$ cat src/rtl/fetch_sequencer_if.sv
// Instruction-memory request/ready bus between the fetch sequencer and imem.
// The master drives the request and address; the slave answers with ready/rdata.
interface fetch_sequencer_if;
  logic        imem_req;
  logic [31:0] imem_addr;
  logic        imem_ready;
  logic [31:0] imem_rdata;

  modport master (output imem_req, imem_addr, input  imem_ready, imem_rdata);
  modport slave  (input  imem_req, imem_addr, output imem_ready, imem_rdata);
endinterface

$ cat src/rtl/fetch_sequencer.sv
// Fetch control for the multicycle MIPS core: owns the PC, issues one imem request
// at a time, and holds each fetched word in a single valid/stall slot for decode.
module fetch_sequencer #(
  parameter logic [31:0] RESET_PC = 32'h0000_0000,
  parameter int          MAX_WAIT = 8
) (
  input  logic                      clk,
  input  logic                      reset,
  fetch_sequencer_if.master         imem,
  input  logic                      stall,
  input  logic                      redirect_valid,
  input  logic [31:0]               redirect_pc,
  output logic                      instr_valid,
  output logic [31:0]               instr,
  output logic [31:0]               instr_pc,
  output logic [31:0]               pc_plus4,
  output logic                      fetch_error
);

  typedef enum logic [1:0] {BOOT, REQ, VALID, ERROR} state_t;

  state_t      state, state_n;
  logic [31:0] pc, pc_n;
  logic [7:0]  wait_cnt, wait_n;
  logic        pend, pend_n;
  logic [31:0] pend_pc, pend_pc_n;
  logic [31:0] instr_n, instr_pc_n;
  logic        redir_bad;

  assign redir_bad = redirect_valid && (redirect_pc[1:0] != 2'b00);

  always_ff @(posedge clk or posedge reset) begin
    if (reset) begin
      state    <= BOOT;
      pc       <= RESET_PC;
      wait_cnt <= 8'd0;
      pend     <= 1'b0;
      pend_pc  <= 32'd0;
      instr    <= 32'd0;
      instr_pc <= 32'd0;
    end else begin
      state    <= state_n;
      pc       <= pc_n;
      wait_cnt <= wait_n;
      pend     <= pend_n;
      pend_pc  <= pend_pc_n;
      instr    <= instr_n;
      instr_pc <= instr_pc_n;
    end
  end

  always_comb begin
    state_n    = state;
    pc_n       = pc;
    wait_n     = wait_cnt;
    pend_n     = pend;
    pend_pc_n  = pend_pc;
    instr_n    = instr;
    instr_pc_n = instr_pc;
    // A misaligned target is fatal from any state and leaves the PC untouched.
    if (redir_bad) begin
      state_n = ERROR;
    end else begin
      unique case (state)
        BOOT: begin
          state_n = REQ;
          if (redirect_valid) pc_n = redirect_pc;
        end
        REQ: begin
          if (imem.imem_ready) begin
            wait_n = 8'd0;
            if (redirect_valid) begin
              pc_n   = redirect_pc;
              pend_n = 1'b0;
            end else if (pend) begin
              pc_n   = pend_pc;
              pend_n = 1'b0;
            end else begin
              instr_n    = imem.imem_rdata;
              instr_pc_n = pc;
              pc_n       = pc + 32'd4;
              state_n    = VALID;
            end
          end else begin
            // The outstanding request is never aborted; remember the newest target.
            if (redirect_valid) begin
              pend_n    = 1'b1;
              pend_pc_n = redirect_pc;
            end
            if (wait_cnt == 8'(MAX_WAIT - 1)) state_n = ERROR;
            else                              wait_n  = wait_cnt + 8'd1;
          end
        end
        VALID: begin
          if (redirect_valid) begin
            pc_n    = redirect_pc;
            state_n = REQ;
          end else if (!stall) begin
            state_n = REQ;
          end
        end
        ERROR: state_n = ERROR;
        default: state_n = ERROR;
      endcase
    end
  end

  assign imem.imem_req  = (state == REQ);
  assign imem.imem_addr = pc;
  assign instr_valid    = (state == VALID);
  assign fetch_error    = (state == ERROR);
  assign pc_plus4       = instr_pc + 32'd4;

endmodule

$ cat src/flat_wrapper.sv
// flat-port wrapper written by rule: the top's interface ports become plain ports
module fetch_sequencer_flat 
#(
  parameter logic [31:0] RESET_PC = 32'h0000_0000,
  parameter int          MAX_WAIT = 8
)
  (clk, reset, stall, redirect_valid, redirect_pc, instr_valid, instr, instr_pc, pc_plus4, fetch_error, imem_imem_req, imem_imem_addr, imem_imem_ready, imem_imem_rdata);
  fetch_sequencer_if imem_i ();
  input  logic clk;
  input  logic reset;
  input  logic stall;
  input  logic redirect_valid;
  input  logic [31:0] redirect_pc;
  output logic instr_valid;
  output logic [31:0] instr;
  output logic [31:0] instr_pc;
  output logic [31:0] pc_plus4;
  output logic fetch_error;
  output wire logic [$bits(imem_i.imem_req)-1:0] imem_imem_req;
  output wire logic [$bits(imem_i.imem_addr)-1:0] imem_imem_addr;
  input wire logic [$bits(imem_i.imem_ready)-1:0] imem_imem_ready;
  input wire logic [$bits(imem_i.imem_rdata)-1:0] imem_imem_rdata;
  assign imem_imem_req = imem_i.imem_req;
  assign imem_imem_addr = imem_i.imem_addr;
  assign imem_i.imem_ready = imem_imem_ready;
  assign imem_i.imem_rdata = imem_imem_rdata;
  fetch_sequencer #(.RESET_PC(RESET_PC), .MAX_WAIT(MAX_WAIT)) u_core (.clk(clk), .reset(reset), .imem(imem_i), .stall(stall), .redirect_valid(redirect_valid), .redirect_pc(redirect_pc), .instr_valid(instr_valid), .instr(instr), .instr_pc(instr_pc), .pc_plus4(pc_plus4), .fetch_error(fetch_error));
endmodule
$ cat config.mk
export PLATFORM = sky130hd
export DESIGN_NAME = fetch_sequencer_flat
export DESIGN_NICKNAME = d
export VERILOG_FILES = /design/src/rtl/fetch_sequencer_if.sv /design/src/rtl/fetch_sequencer.sv /design/src/flat_wrapper.sv
export SDC_FILE = /design/constraint.sdc
export NUM_CORES = 1
export LEC_CHECK = 0
export BUFFER_PORTS_ARGS = -buffer_cell sky130_fd_sc_hd__buf_2
export CAP_MARGIN = 10
export CELL_PAD_IN_SITES_DETAIL_PLACEMENT = 0
export CELL_PAD_IN_SITES_GLOBAL_PLACEMENT = 1
export CORE_ASPECT_RATIO = 0.75
export CORE_UTILIZATION = 40
export CTS_BUF_LIST = sky130_fd_sc_hd__clkbuf_4
export DETAILED_ROUTE_END_ITERATION = 12
export PLACE_DENSITY = 0.85
export SLEW_MARGIN = 20
export SYNTH_ARGS = -nofsm -noshare
export SYNTH_HDL_FRONTEND = slang
export SYNTH_SLANG_ARGS = --single-unit
$ cat constraint.sdc
create_clock -name clk -period 5.3 [get_ports clk]
set_clock_uncertainty 0.15 [all_clocks]
set_input_delay 0.53 -clock clk [delete_from_list [all_inputs] [get_ports clk]]
set_output_delay 0.53 -clock clk [all_outputs]
set_load 0.01 [all_outputs]
; ---- Word-level counts from Yosys, hierarchy flattened
; Index checks and enable logic that the tools add are counted.
[classes]
n_mux = 17
eq_ne = 11
n_reduce_logical = 12
n_addsub = 3
n_bitwise = 4
[ops]
columns = cell, n
row1 = 32-bit two-way mux, 4
row2 = "32-bit by 3-bit adder with 32-bit output, second input constant", 2
row3 = 32-bit one-hot mux with 2 select lines, 1
row4 = 8-bit two-way mux, 2
row5 = 2-bit two-way mux, 7
row6 = 4-bit AND reduction, 3
row7 = "8-bit by 1-bit adder with 8-bit output, second input constant", 1
row8 = "8-bit by 3-bit equality test with 1-bit output, second input constant", 1
row9 = "4-bit by 3-bit inequality test with 1-bit output, second input constant", 2
row10 = 2-bit one-hot mux with 4 select lines, 1
row11 = 3-bit AND reduction, 2
row12 = 2-bit nonzero test, 3
row13 = 5-bit AND reduction, 1
row14 = "2-bit equality test, second input constant", 2
row15 = "2-bit by 1-bit inequality test with 1-bit output, second input constant", 2
row16 = "4-bit by 1-bit inequality test with 1-bit output, second input constant", 1
row17 = "4-bit inequality test, second input constant", 1
row18 = 1-bit inverter, 4
row19 = "2-bit by 1-bit equality test with 1-bit output, second input constant", 1
row20 = 2-bit zero test, 1
row21 = 1-bit two-way mux, 2
row22 = "2-bit inequality test, second input constant", 1
row23 = 2-bit OR reduction, 1
row24 = 1-bit logical AND, 1
[word_totals]
inputBits = 69
word_cells = 54
reg_bits = 139
out_inout_bits = 131

; ---- Logic depth before layout (Yosys ltp)
; Gate-level depths: netlist of run 1.
[logic_depth]
depth_word = 5
mapped_depth = 8
ltp_nobuf = 6

; ---- Least setup slack after synthesis of run 1
; OpenSTA, ideal clock, no wires.
[synth_timing]
kind = flip-flop to output port
start = reg u_core.instr_pc[3]
end = out pc_plus4[24]
t_arrival_ps = 1804
slack_ps = 2816
path_stages_with_launch = 7
n_path_buf = 0
required_ps = 4620
path_cell_list = dfrtp_1 > ha_1 > nand3_1 > nor3_1 > nand4_1 > nor2_1 > xor2_1
[synth_between]
elab_chain_len = 1
[synth_rtl]
columns = element, line
row1 = "start, declared", fetch_sequencer.sv:15  ; output logic [31:0] instr_pc,
row2 = "start signal, assigned", fetch_sequencer.sv:48  ; instr_pc <= instr_pc_n;
row3 = 32-bit by 3-bit adder with 32-bit output, fetch_sequencer.sv:112  ; assign pc_plus4 = instr_pc + 32'd4;
row4 = "end, declared", flat_wrapper.sv:17  ; output logic [31:0] pc_plus4;
; Every way passes these cells.

; ---- Worst setup path after layout of run 1
[layout_timing]
start = reg u_core.instr_pc[13]
end = out pc_plus4[27]
; Same word-level chain as after synthesis.

==> results of run 1 <==
[logic make-up (layout without fill, tap and decap cells)]
group,count (synthesis),in the layout,share of synthesized area
xor gates and xnor gates,45,45,0.0554
buffers and inverters,59,286,0.0329
DFF,139,139,0.489
AOI/OAI and AO/OA,125,125,0.113
and+or+nand+nor,387,387,0.249
adders and majority gates,3,3,0.00528
other,0,1,0
muxes,36,36,0.0558
[where the power goes]
| part | internal [mW] | total, mW | switching, mW | leakage (nW) |
|---|---|---|---|---|
| Sequential | 1.18 | 1.36 | 0.182 | 1.85 |
| Clock | 0.380 | 0.796 | 0.417 | 0.160 |
| Combinational | 0.237 | 0.500 | 0.263 | 2.57 |
| Total | 1.80 | 2.66 | 0.861 | 4.58 |
[worst max-delay path by stage]
| stage | from | to | slack, ns | cells after the start |
|---|---|---|---|---|
| 3_5_place_dp | u_core.pend | u_core.imem.imem_addr[16] | 1.98 | 4 |
| 3_3_place_gp | u_core.pend | u_core.imem.imem_addr[12] | 2.10 | 4 |
| 4_1_cts | u_core.instr_pc[13] | pc_plus4[27] | 1.63 | 6 |
| 2_1_floorplan | reset | u_core.imem.imem_addr[0] | 0.90 | 1 |
| 5_1_grt | u_core.instr_pc[13] | pc_plus4[27] | 1.26 | 6 |
| 6_report | u_core.instr_pc[13] | pc_plus4[27] | 1.65 | 6 |
[registers in the layout, indices dropped and copies added (netlist names)]
| name | flops |
|---|---|
| u_core.wait_cnt | 8 |
| u_core.instr_pc | 32 |
| u_core.imem.imem_addr | 32 |
| u_core.pend_pc | 32 |
| u_core.pend | 1 |
| u_core.instr | 32 |
| u_core.state | 2 |
[metrics by stage]
step / setup slack (ns) / util / hold WS (ns) / cells / total power [mW]
after floorplan: 0.895 / - / 0.314 / 794 / 1.62
after global placement: 2.10 / 0.486 / 0.303 / 1193 / 1.86
after detailed placement: 1.98 / 0.486 / 0.307 / 1193 / 1.87
after CTS: 1.63 / 0.525 / 0.00984 / 1257 / 2.68
after global routing: 1.26 / 0.525 / 0.00101 / 1258 / 2.81
final: 1.65 / 0.525 / 0.00642 / 1258 / 2.66
[layer usage]
layer / vias to the layer above / global-route usage / part of all wire
met5: - / 0 / 0
met1: 3161 / 0.350 / 0.49
met3: 13 / 0.0578 / 0.071
met4: 0 / 0.0515 / 0.0088
met2: 240 / 0.350 / 0.43
li1: 3172 / - / -
[repair_timing]
item,4_1_cts,5_1_grt
endpoints found under the hold margin,32,0
hold buffers,32,0
buffers inserted,0,0
[cells in the final DEF, fill, tap and decap left out, types with 10 or more instances in the layout]
| master | Yosys | routed |
|---|---|---|
| a211oi_1 | 10 | 10 |
| a21oi_1 | 27 | 27 |
| and3_1 | 13 | 13 |
| buf_2 | 4 | 199 |
| buf_4 | 2 | 10 |
| clkbuf_4 | 0 | 18 |
| dfrtp_1 | 139 | 139 |
| dlygate4sd3_1 | 0 | 32 |
| inv_1 | 13 | 12 |
| mux2_2 | 29 | 29 |
| nand2_1 | 221 | 221 |
| nand3_1 | 27 | 27 |
| nand4_1 | 19 | 19 |
| nor2_1 | 40 | 38 |
| nor3_1 | 23 | 23 |
| o21ai_0 | 37 | 37 |
| xnor2_1 | 28 | 28 |
| xor2_1 | 17 | 17 |
[cell type report]
| type | instances | area, um^2 |
|---|---|---|
| flip-flops and latches | 139 | 3480 |
| repair buffers | 241 | 1390 |
| multi-input cells | 596 | 3410 |
| clock inverters | 14 | 198 |
| well taps | 236 | 295 |
| clock buffers | 18 | 135 |
| diodes | 1 | 2.50 |
| fillers | 1650 | 8120 |
| inverters | 13 | 53.8 |
[worst reg2reg max path, cell delays in order, from the launching register on]
cell and delay, ns:
dfrtp_1 0.90, inv_1 0.67, nand2b_2 0.87, buf_4 0.45, o21ai_0 0.13
==> impl_metrics.ini, run 1 <==
[setup_path]
crit_type = register to output port
cp_slowest_stage_delay_ns = 0.63
startpoint_type = register
timing.rr.start = u_core.pend
r2r_slack_ns = 2.00
crit_path_cell_trace = nand4_1 > nor4_1 > nand4_1 > nor3_1 > xor2_1 > buf_2
crit_required_ns = 4.62
cp.arrival_ns = 2.97
timing.critical_path.mode_cell = nand4_1
critPathMaxFanout = 7
rr_worst_depth = 4
slowest_stage = nor4_1
cp-end-kind = output port
r2r_end = u_core.imem.imem_addr[15]
path_delay_family = simple AND/OR/NAND/NOR gates
path_buf_inv = 1

[detailed_routing]
wl_per_cell_um = 16.7
routed_wl_um = 21000
vias_per_cell = 5.24
postRouteAntennaNets = 0
drtPass1Iterations = 5
drcViolationCount = 0
num_vias = 6586
drt_iter0_drc = 555

[placed_design]
io_buffers = 199
dp.final_hpwl_um = 14400
gp_congestion = 0.888
postPlaceCellArea_um2 = 8310

[floorplanning]
rows = 41
io_pins = 200
die_h_um = 117
floorplan.die.width_um = 156
dieArea_um2 = 18300
start_util = 0.416
coreArea_um2 = 17100

[synthesis]
synthesis.area_um2 = 7110
seq_area_frac_synth = 0.489
synth_nets = 866
yosysTopAreaCell = dfrtp_1
synth-seq-cells = 139
ys_types = 54
synthTopCellsByCount = nand2_1, dfrtp_1, nor2_1
synth_most_common_cell = nand2_1
async_flop_share = 1.00
synth.top_cells.by_area = dfrtp_1, nand2_1, mux2_2
syn_area_per_cell_um2 = 8.96
synth_warnings = 0
synth_edf_count = 0
netlist_instances = 794
synth_top_area_frac = 0.489
synthFlopType = dfrtp_1

[power_and_ir_drop]
power_leakage_nw = 4.58
power_density_nw_per_um2 = 296
irDropWorstVdd_mv = 0.166

[run_status]
status = finished, final reports clean

[layout]
layout-drive-gt1-share = 0.277
stdcell_area_um2 = 8960
syn_to_final_growth_pct = 26.1
layout.nets = 1080

[job]
drv_cap = 0

[timing]
setup_tns_ns = 0
relSlewSlack = 0.300
fin_crit_ns = 3.65
max_freq_mhz = 274
min_period_over_period = 0.688
hold_violations = 0
finalMaxSlewViolations = 0
tightest_slew_ns = 1.05
setup_viol = 0
rsz0062_at_grt = false

[cts]
tritoncts = built
cts_made_buffers = 17
clk_latency_ns = 0.57
htree_num_levels = 4
clkTransAtPathRegs_ns = 0.13
clock-root-buffer = clkbuf_4
cts_resized = 0
cts_buffer_depth = 2
cts.sinks = 139

[global_routing]
grt-ovfl-total = 0
globalRouteTotalUtil = 0.237
grt_pass1_wl_um = 33800
antenna_found_initial = 1
grt_max_degree = 105
grt_pass1_vias = 6283

[worst_hold_path]
min_path_type = input port to asynchronous set/reset pin
No activity file was read; power rests on OpenSTA's default activity.
==> run 2, diff against run 1 <==
==> constraint.sdc (replaced) <==
create_clock -name clk -period 3.6 [get_ports clk]
set_clock_uncertainty 0.15 [all_clocks]
set_input_delay 0.36 -clock clk [delete_from_list [all_inputs] [get_ports clk]]
set_output_delay 0.36 -clock clk [all_outputs]
set_load 0.01 [all_outputs]
==> run 2 against run 1 <==
Against the previous run:
- die area did not move
- flip-flop and latch count did not move
- utilization rose by 2.2 points
- global-route usage rose by 0.22 points
- register-to-register slack got worse by 0.91 ns
- clock power rose by 27%
- combinational power rose by 54%
- sequential share of layout area fell by 1.6 points
- critical endpoint is now pc_plus4[28]
==> impl_metrics.ini, run 2 (same netlist as run 1, synthesis figures left out) <==
[global_routing]
grt_pass1_vias = 6265
grt-ovfl-total = 0
grt_max_degree = 140
grt_pass1_wl_um = 34200
globalRouteTotalUtil = 0.240
antenna_found_initial = 0

[run_status]
status = finished, final reports clean

[layout]
layout_common_cells = nand2_1, buf_2, dfrtp_1
multi_input_area_um2 = 3420
regArea_um2 = 3480
final_cells = 1301
fill_cells = 1623
stdcell_area_um2 = 9350
layout-drive-gt1-share = 0.273
mostFrequentLayoutCell = nand2_1
layout.nets = 1124
syn_to_final_growth_pct = 31.4
antennaDiodeCount = 0

[cts]
htree_num_levels = 4
clock-root-buffer = clkbuf_4
clk_latency_ns = 0.54
cts_resized = 0
tritoncts = built
clkTransAtPathRegs_ns = 0.12
cts_made_buffers = 17
cts.sinks = 139
cts_buffer_depth = 2

[floorplanning]
die_h_um = 117
io_pins = 200
coreArea_um2 = 17100
rows = 41
dieArea_um2 = 18300
floorplan.die.width_um = 156
start_util = 0.416

[timing]
finalMaxSlewViolations = 0
hold_violations = 0
setup_tns_ns = 0
fin_crit_ns = 3.29
tightest_slew_ns = 0.968
relSlewSlack = 0.355
worst_slack_ns = 0.311
max_freq_mhz = 304
setup_viol = 0
min_period_over_period = 0.914
hold_ws_ns = 0.329
rsz0062_at_grt = false

[setup_path]
path_delay_family = simple AND/OR/NAND/NOR gates
crit_required_ns = 3.09
cp-end-kind = output port
critPathMaxFanout = 5
path_buf_inv = 1
slowest_stage = nor3_1
cp_slowest_stage_delay_ns = 0.43
crit_path_cell_trace = ha_1 > nand3_1 > nor3_1 > nand4_1 > nor2_1 > xor2_1 > buf_2
cp.arrival_ns = 2.78
crit_type = register to output port
startpoint_type = register

[detailed_routing]
routed_wl_um = 21400
wl_per_cell_um = 16.5
drcViolationCount = 0
drtPass1Iterations = 5
num_vias = 6755
postRouteAntennaNets = 0
drt_iter0_drc = 548
vias_per_cell = 5.19

[power_and_ir_drop]
power_leakage_nw = 4.77
irDropWorstVdd_mv = 0.172
power_density_nw_per_um2 = 404

[placed_design]
io_buffers = 199
dp.final_hpwl_um = 14600
dp_slack_ns = 0.844
postPlaceCellArea_um2 = 8380
gp_congestion = 0.850
dp_cells = 1199

[worst_hold_path]
min_path_type = register to register

[job]
drv_cap = 0
[run 2: cell types whose count changed in the layout (fill, tap and decap cells not counted), sizes merged, moves of 2 or more]
cell and change:
dlygate4sd3 +36, buf +8, clkbuf +4, clkinvlp -3
bufinv -2, clkinv +2
[run 2: cell type report]
cell class                      count  area share
Multi-Input combinational cell    596       0.366
Sequential cell                   139       0.372
Tap cell                          236      0.0316
Timing Repair Buffer              285       0.197
Inverter                           13     0.00562
Clock inverter                     10      0.0107
Clock buffer                       22      0.0177
[run 2: final timing paths]
path                       slack (ns)                         to  cells after the start                from
setup / recovery                 0.31               pc_plus4[28]                      7  u_core.instr_pc[2]
hold / removal                   0.33           u_core.instr[30]                      2    u_core.instr[30]
setup reg to reg                 1.09  u_core.imem.imem_addr[24]                      5     u_core.state[0]
hold reg to reg                  0.33           u_core.instr[30]                      2    u_core.instr[30]
max in group asynchronous        2.31           u_core.instr[12]                      4               reset
min in group asynchronous        0.42         u_core.instr_pc[4]                      4               reset
[run 2: report_power, final]
group	total (mW)	switching [mW]	leakage, nW	internal [mW]
Combinational	0.772	0.394	2.77	0.377
Clock	1.01	0.566	0.152	0.440
Sequential	2.00	0.267	1.85	1.73
Total	3.78	1.23	4.77	2.55
[run 2: worst register-to-register path: stages, from the launching register on]
cell and delay [ns]:
dfrtp_1 0.59, nand4bb_1 0.45, nor2_4 0.47, buf_4 0.41, and2_1 0.23, a311oi_1 0.09
[run 2: per-stage QoR]
stage	total power [mW]	util
floorplan	2.38	-
global placement	2.73	0.491
detailed placement	2.75	0.491
CTS	3.81	0.546
global route	4.00	0.547
finish	3.78	0.547
[run 2: per-layer routing]
metal	vias to the layer above	wire [um]	global-route usage
met4	0	155	0.0429
li1	3261	-	-
met5	-	0	0
met3	12	1460	0.0545
met1	3263	10400	0.361
met2	219	9430	0.353
[run 2: timing repair]
item | 4_1_cts | 5_1_grt
hold buffers | 68 | 0
buffers inserted | 0 | 2
setup endpoints to repair | 0 | 2
hold endpoints to repair | 227 | 0
